==> config.mk <==
export PLATFORM = sky130hd
export DESIGN_NAME = sd_sector_writer_flat
export DESIGN_NICKNAME = d
export VERILOG_FILES = /design/src/rtl/sd_sector_writer_if.sv /design/src/rtl/sd_sector_writer.sv /design/src/flat_wrapper.sv
export SDC_FILE = /design/constraint.sdc
export NUM_CORES = 1
export LEC_CHECK = 0
export ABC_AREA = 1
export BUFFER_PORTS_ARGS = -buffer_cell sky130_fd_sc_hd__buf_4
export CAP_MARGIN = 20
export CORE_ASPECT_RATIO = 0.5
export CORE_MARGIN = 2
export CORE_UTILIZATION = 58
export CTS_CLUSTER_SIZE = 24
export DETAILED_ROUTE_END_ITERATION = 8
export GPL_TIMING_DRIVEN = 1
export PLACE_DENSITY = 0.93
export SYNTH_ARGS = -nofsm -noshare
export SYNTH_HDL_FRONTEND = slang
export SYNTH_SLANG_ARGS = --single-unit
export TNS_END_PERCENT = 100
==> constraint.sdc <==
create_clock -name clk_25mhz -period 5.4 [get_ports clk_25mhz]
set_input_delay 1.08 -clock clk_25mhz [delete_from_list [all_inputs] [get_ports clk_25mhz]]
set_output_delay 1.08 -clock clk_25mhz [all_outputs]
set_load 0.01 [all_outputs]
==> src/rtl/sd_sector_writer_if.sv <==
// Byte-FIFO read side plus sd_controller write-port bundle for the sector writer.
// master = sd_sector_writer; slave = FIFO / sd_controller side.
interface sd_sector_writer_if;
    logic        fifo_empty;
    logic [7:0]  fifo_dout;
    logic        fifo_rd_en;
    logic        sd_ready;
    logic        sd_ready_for_next_byte;
    logic        sd_wr;
    logic [31:0] sd_addr;
    logic [7:0]  sd_din;

    modport master (
        input  fifo_empty, fifo_dout, sd_ready, sd_ready_for_next_byte,
        output fifo_rd_en, sd_wr, sd_addr, sd_din
    );

    modport slave (
        output fifo_empty, fifo_dout, sd_ready, sd_ready_for_next_byte,
        input  fifo_rd_en, sd_wr, sd_addr, sd_din
    );
endinterface

==> src/rtl/sd_sector_writer.sv <==
// Drains a FWFT byte FIFO into whole sd_controller sector writes; sd_wr 2 cycles after start, paced by ready/rfnb edges.
// Empty FIFO is padded, never stalled on. Optional watchdog under SD_WR_TIMEOUT_EN.
module sd_sector_writer #(
    parameter int         SECTOR_BYTES   = 512,
    parameter logic [7:0] PAD_BYTE       = 8'h00,
    parameter int         TIMEOUT_CYCLES = 2_000_000
) (
    input  logic               clk_25mhz,
    input  logic               reset,
    input  logic               start,
    input  logic [31:0]        base_addr,
    input  logic [15:0]        num_sectors,
    sd_sector_writer_if.master bus,
    output logic               busy,
    output logic               done,
    output logic               underflow,
    output logic [15:0]        sectors_written,
    output logic               timeout_err
);

    typedef enum logic [2:0] {IDLE, LOAD, ISSUE, STREAM, WAIT_DONE, NEXT} state_t;

    state_t      state, state_d;
    logic [31:0] addr;
    logic [7:0]  din;
    logic [15:0] num_q;
    logic [9:0]  byte_cnt;
    logic        rfnb_q, fetch_pend, zero_pend;
    logic        fetch, wr, rise, last_byte, last_sector, accept, wd_hit;

    assign rise        = bus.sd_ready_for_next_byte && !rfnb_q;
    assign last_byte   = (byte_cnt == 10'(SECTOR_BYTES - 1));
    assign last_sector = ((sectors_written + 16'd1) == num_q);
    assign accept      = (state == IDLE) && start && !busy;

    always_comb begin
        state_d = state;
        fetch   = 1'b0;
        wr      = 1'b0;
        case (state)
            IDLE:      if (accept && num_sectors != 16'd0) state_d = LOAD;
            LOAD: begin
                fetch   = 1'b1;
                state_d = ISSUE;
            end
            ISSUE: if (bus.sd_ready) begin
                wr      = 1'b1;
                state_d = STREAM;
            end
            STREAM: begin
                fetch = fetch_pend;
                if (rise && last_byte) state_d = WAIT_DONE;
            end
            WAIT_DONE: if (bus.sd_ready) state_d = NEXT;
            NEXT:      state_d = last_sector ? IDLE : LOAD;
            default:   state_d = IDLE;
        endcase
        if (wd_hit) begin
            state_d = IDLE;
            fetch   = 1'b0;
            wr      = 1'b0;
        end
        // Reset must silence the combinational strobes in the very cycle it is applied
        if (reset) begin
            fetch = 1'b0;
            wr    = 1'b0;
        end
    end

    assign bus.fifo_rd_en = fetch && !bus.fifo_empty;
    assign bus.sd_wr      = wr;
    assign bus.sd_addr    = addr;
    assign bus.sd_din     = din;

    always_ff @(posedge clk_25mhz) begin
        if (reset) begin
            state           <= IDLE;
            addr            <= '0;
            din             <= '0;
            num_q           <= '0;
            byte_cnt        <= '0;
            rfnb_q          <= 1'b0;
            fetch_pend      <= 1'b0;
            zero_pend       <= 1'b0;
            busy            <= 1'b0;
            done            <= 1'b0;
            underflow       <= 1'b0;
            sectors_written <= '0;
        end else begin
            state      <= state_d;
            rfnb_q     <= bus.sd_ready_for_next_byte;
            done       <= 1'b0;
            fetch_pend <= 1'b0;
            if (fetch) begin
                if (!bus.fifo_empty) begin
                    din <= bus.fifo_dout;
                end else begin
                    din       <= PAD_BYTE;
                    underflow <= 1'b1;
                end
            end
            case (state)
                IDLE: begin
                    if (zero_pend) begin
                        done      <= 1'b1;
                        busy      <= 1'b0;
                        zero_pend <= 1'b0;
                    end else if (accept) begin
                        addr            <= base_addr;
                        num_q           <= num_sectors;
                        underflow       <= 1'b0;
                        sectors_written <= '0;
                        busy            <= 1'b1;
                        zero_pend       <= (num_sectors == 16'd0);
                    end
                end
                ISSUE: if (wr) byte_cnt <= '0;
                STREAM: if (rise) begin
                    byte_cnt   <= byte_cnt + 10'd1;
                    fetch_pend <= !last_byte && !wd_hit;
                end
                NEXT: begin
                    sectors_written <= sectors_written + 16'd1;
                    addr            <= addr + 32'(SECTOR_BYTES);
                    if (last_sector) begin
                        done <= 1'b1;
                        busy <= 1'b0;
                    end
                end
                default: ;
            endcase
            if (wd_hit) begin
                done <= 1'b1;
                busy <= 1'b0;
            end
        end
    end

`ifdef SD_WR_TIMEOUT_EN
    logic [23:0] wd;
    logic        wd_active;

    assign wd_active = (state == ISSUE) || (state == STREAM) || (state == WAIT_DONE);
    assign wd_hit    = wd_active && (wd == 24'(TIMEOUT_CYCLES - 1));

    // Any forward progress (state change or consumed byte) restarts the watchdog
    always_ff @(posedge clk_25mhz) begin
        if (reset) begin
            wd          <= '0;
            timeout_err <= 1'b0;
        end else begin
            if (!wd_active || state_d != state || (state == STREAM && rise))
                wd <= '0;
            else
                wd <= wd + 24'd1;
            if (accept)
                timeout_err <= 1'b0;
            else if (wd_hit)
                timeout_err <= 1'b1;
        end
    end
`else
    assign wd_hit      = 1'b0;
    assign timeout_err = 1'b0;
`endif

endmodule

==> src/flat_wrapper.sv <==
// flat-port wrapper written by rule: the top's interface ports become plain ports
module sd_sector_writer_flat 
#(
    parameter int         SECTOR_BYTES   = 512,
    parameter logic [7:0] PAD_BYTE       = 8'h00,
    parameter int         TIMEOUT_CYCLES = 2_000_000
)
  (clk_25mhz, reset, start, base_addr, num_sectors, busy, done, underflow, sectors_written, timeout_err, bus_fifo_empty, bus_fifo_dout, bus_sd_ready, bus_sd_ready_for_next_byte, bus_fifo_rd_en, bus_sd_wr, bus_sd_addr, bus_sd_din);
  sd_sector_writer_if bus_i ();
  input  logic clk_25mhz;
  input  logic reset;
  input  logic start;
  input  logic [31:0] base_addr;
  input  logic [15:0] num_sectors;
  output logic busy;
  output logic done;
  output logic underflow;
  output logic [15:0] sectors_written;
  output logic timeout_err;
  input wire logic [$bits(bus_i.fifo_empty)-1:0] bus_fifo_empty;
  input wire logic [$bits(bus_i.fifo_dout)-1:0] bus_fifo_dout;
  input wire logic [$bits(bus_i.sd_ready)-1:0] bus_sd_ready;
  input wire logic [$bits(bus_i.sd_ready_for_next_byte)-1:0] bus_sd_ready_for_next_byte;
  output wire logic [$bits(bus_i.fifo_rd_en)-1:0] bus_fifo_rd_en;
  output wire logic [$bits(bus_i.sd_wr)-1:0] bus_sd_wr;
  output wire logic [$bits(bus_i.sd_addr)-1:0] bus_sd_addr;
  output wire logic [$bits(bus_i.sd_din)-1:0] bus_sd_din;
  assign bus_i.fifo_empty = bus_fifo_empty;
  assign bus_i.fifo_dout = bus_fifo_dout;
  assign bus_i.sd_ready = bus_sd_ready;
  assign bus_i.sd_ready_for_next_byte = bus_sd_ready_for_next_byte;
  assign bus_fifo_rd_en = bus_i.fifo_rd_en;
  assign bus_sd_wr = bus_i.sd_wr;
  assign bus_sd_addr = bus_i.sd_addr;
  assign bus_sd_din = bus_i.sd_din;
  sd_sector_writer #(.SECTOR_BYTES(SECTOR_BYTES), .PAD_BYTE(PAD_BYTE), .TIMEOUT_CYCLES(TIMEOUT_CYCLES)) u_core (.clk_25mhz(clk_25mhz), .reset(reset), .start(start), .base_addr(base_addr), .num_sectors(num_sectors), .bus(bus_i), .busy(busy), .done(done), .underflow(underflow), .sectors_written(sectors_written), .timeout_err(timeout_err));
endmodule
==> run summary <==
The area added between synthesis and finish came out at 26.07%. The root buffer cell is clkbuf_16. The number of buffers created by CTS is 9. The total length of routed wires came out at 13680 um. The max-cap violation count came out at 0.

The number of cell rows is 23. For this design, the CTS-stage hold fixing added 0 buffers. The number of nets at the end of the flow is 890. The run finished with clean final reports.

The length of routed wiring on met1 came out at 5557 um. Clock latency on the worst-skew pair, taken at its later pin, is 0.34 ns. The count of endpoints failing setup in the final report came out at 0. The die extent in y came out at 68.62 um. The cell count after synthesis came out at 715. In this design, the critical path's most frequently occurring cell is buf_4.

Grouping stages by cell kind, the critical path spends the most delay in simple AND/OR/NAND/NOR gates. The die outline area is 0.009142 mm2. The share of flip-flops with an asynchronous set or reset after synthesis came out at 0. The number of top-level pins came out at 124. The sequential element share of the synthesized area is 0.3761. TritonCTS built the clock tree. The remaining antenna violation count after routing is 0. The final-layout worst hold slack is 0.4715 ns.

The floorplan step defined a core boundary enclosing 0.008058 mm2. The worst-case setup slack after placement came out at 2.228 ns. The final-layout setup total negative slack came out at 0 ns. Post-CTS timing repair inserted 0 buffers for setup. The time the worst path needs with I/O delays and setup came out at 3.186 ns.

Walking the worst path, the cells encountered are buf_4 > nor3_2 > buf_4. The effective utilization at floorplan came out at 0.6011. The overflow left after global routing is 0.

Of the available clock period, the critical path in the final layout requires 0.5899. The maximum number of pins on one net before global-route repair is 53. The slew at the pin closest to its max-slew limit came out at 0.8070 ns. The average cell area after synthesis came out at 6.774 um2. Counting every sink on the clock net gives 91. The headroom to the max-slew limit came out at 0.4612.

After filler insertion, the fill cell instance count of the layout stands at 605. The fraction of layout instances using a drive strength above 1 came out at 0.2277. STA classifies the critical path startpoint as an input pin. The via count is 5300.

The setup slack after layout came out at 2.214 ns. The total of warnings raised by yosys came out at 0. Setup repair after global routing left no endpoint under its margin. Leaving out filler cells and counting taps, the final layout contains 942. The repair_antennas step left the layout with diodes totalling 0. Along the worst hold path, the cell count comes to 2. The number of distinct library cells after synthesis is 44. The biggest cell delay along the critical path is 0.53 ns. The leading cell type in the layout, fill and taps excluded is nand2_1. The post-synthesis instance area is 0.004843 mm2. In the layout the commonest cells are 173 x nand2_1, 125 x buf_4, 91 x dfxtp_1, 75 x nor2_1, 72 x inv_1. In this run, placement finished with an instance count of 926. The maximum clock rate came out at 313.9 MHz. Routability-driven placement finished with a final weighted congestion of 0.8903. The placed wire-length estimate is 9139 um. Counting along the longest clock path gives a buffer depth of 2. In this run the worst hold path is classified as reg -> reg. The detailed route wirelength on metal3 came out at 1083 um.

The number of enable-type register cells in the synthesized netlist came out at 0. From left edge to right edge, the die measures 133.2 um. The critical path capture point type is an output pin. The max-slew violation count was 0.

The H-tree level count came out at 3. The worst-case clock skew is 0.006094 ns. In the synthesized netlist the dominant register cell turns out to be dfxtp_1. The routed length per placed instance came out at 14.53 um. The count of routing violations after the opening detailed-route iteration is 422. The net count after synthesis is 780. Counting buffers and inverters, the worst setup path is 3 cells deep.

The startpoint identified for the worst hold timing path is u_core.num_q[9]. Port buffering added 122 buffers. The arrival time of the worst setup path came out at 2.11 ns. The static leakage came out at 2.615 nW. The critical path is of the in -> out type. The highest layer touched by signal routing is met4. The count of cells resized by post-cts repair is 0. In the detailed route, the total length drawn on met2 is 6611 um. The library cell contributing the largest single delay on the critical path is nor3_2.

In this run the critical register-to-register path is launched from u_core.state[1]. The CTS clock-pin slew for the worst setup and hold paths is 0.06 ns. For this run, design rule violations remaining after detail routing come to 0. The via density per instance came out at 5.626. For this design the ratio of total power to cell area is 389.4 mW/mm2. The number of global-route vias before repair came out at 4784.

The final hold violation count came out at 0. The first global-routing pass estimated 21360 um of wire. The endpoint required time on the critical path came out at 4.32 ns. The worst IR drop on VDD is 0.3156 mV.

The initial antenna violation count is 0. The total global-route track usage is 0.2933. The combined buffer and inverter count along the critical path is 2. The first detailed-routing pass ran for 5 iterations.

Counting flops and latches in the post-synthesis netlist gives 91. The worst setup path startpoint is reset. The number of cells traversed by the worst register-to-register path is 8. The largest fanout on the critical path is 44.
-- cell usage after synthesis, types with 3 or more instances --
library cell / n / share of area
a21oi_1: 56 / 0.058
a31oi_1: 10 / 0.013
a32o_1: 6 / 0.012
buf_2: 4 / 0.0041
buf_4: 3 / 0.0046
clkbuf_1: 19 / 0.015
dfxtp_1: 91 / 0.38
ha_1: 3 / 0.0078
inv_1: 72 / 0.056
inv_2: 7 / 0.0054
nand2_1: 173 / 0.13
nand2_2: 5 / 0.0065
nand3_1: 49 / 0.051
nand3_2: 5 / 0.010
nand4_1: 13 / 0.017
nor2_1: 76 / 0.059
nor2_2: 10 / 0.013
nor2_4: 6 / 0.014
nor3_1: 8 / 0.0083
nor3_4: 3 / 0.010
nor4_1: 3 / 0.0039
o211ai_1: 7 / 0.011
o21ai_0: 47 / 0.049
or2_2: 5 / 0.0065
xor2_1: 5 / 0.0090
-- state kept, by name, indices dropped and copies added, names as in the netlist --
name                    count
u_core.bus.sd_addr         32
u_core.num_q               16
u_core.sectors_written     16
u_core.byte_cnt            10
u_core.bus.sd_din           8
u_core.state                3
u_core.busy                 1
u_core.done                 1
u_core.fetch_pend           1
u_core.rfnb_q               1
u_core.underflow            1
u_core.zero_pend            1
-- cell type report --
cell class,count,area (um2),share of cell area
multi-input combinational,518,2609,0.4273
sequential,91,1822,0.2984
timing repair buffer,125,938.4,0.1537
inverter,80,301.5,0.04939
clock buffer,11,242.7,0.03975
tap,112,140.1,0.02295
clock inverter,5,52.55,0.008607
-- path summary, 6_finish.rpt --
kind                            end  slack, ns
min reg2reg         u_core.num_q[9]       0.47
max reg2reg  u_core.bus.sd_addr[12]       2.87
min                 u_core.num_q[9]       0.47
max                  bus_fifo_rd_en       2.21
-- metal layers --
metal,GRT usage,up-vias
met5,0,-
met4,0.1476,0
met2,0.5214,252
met1,0.3423,2407
li1,-,2589
met3,0.07456,52
-- metrics by stage --
step / total power (W) / instance area [um2] / util
floorplan: 0.001434 / 4843 / -
detailed placement: 0.001724 / 5811 / 0.7211
global placement: 0.001690 / 5811 / 0.7211
CTS: 0.002364 / 6106 / 0.7578
global route: 0.002503 / 6106 / 0.7578
finish: 0.002378 / 6106 / 0.7578
-- where the power goes --
group          internal [W]  total (W)  leakage [nW]  switching (W)
logic              0.000302   0.000823          1.73       0.000521
clock network      0.000369   0.000633         0.145       0.000264
registers          0.000800   0.000922         0.742       0.000122
total               0.00147    0.00238          2.62       0.000907
-- cells by family (layout without fill, tap and decap cells) --
group	after synthesis	after routing	share of synthesized area
flip-flops	91	91	0.3761
AO/OA/AOI/OAI	144	144	0.1736
adder cells (fa/ha/maj)	3	3	0.007751
AND/OR/NAND/NOR	365	365	0.3469
XOR/XNOR	5	5	0.009041
buffers and inverters	106	221	0.08577
other	1	1	0.0007743
-- worst register-to-register path, stage by stage (launching register included) --
cell and delay [ns]:
dfxtp_1 0.38, nor2_1 0.11, inv_1 0.07, nor2_2 0.13
nand3_2 0.12, nor2_4 0.55, inv_2 0.52, o21ai_0 0.39
a21oi_1 0.08
Power figures use the tool's default switching activity.
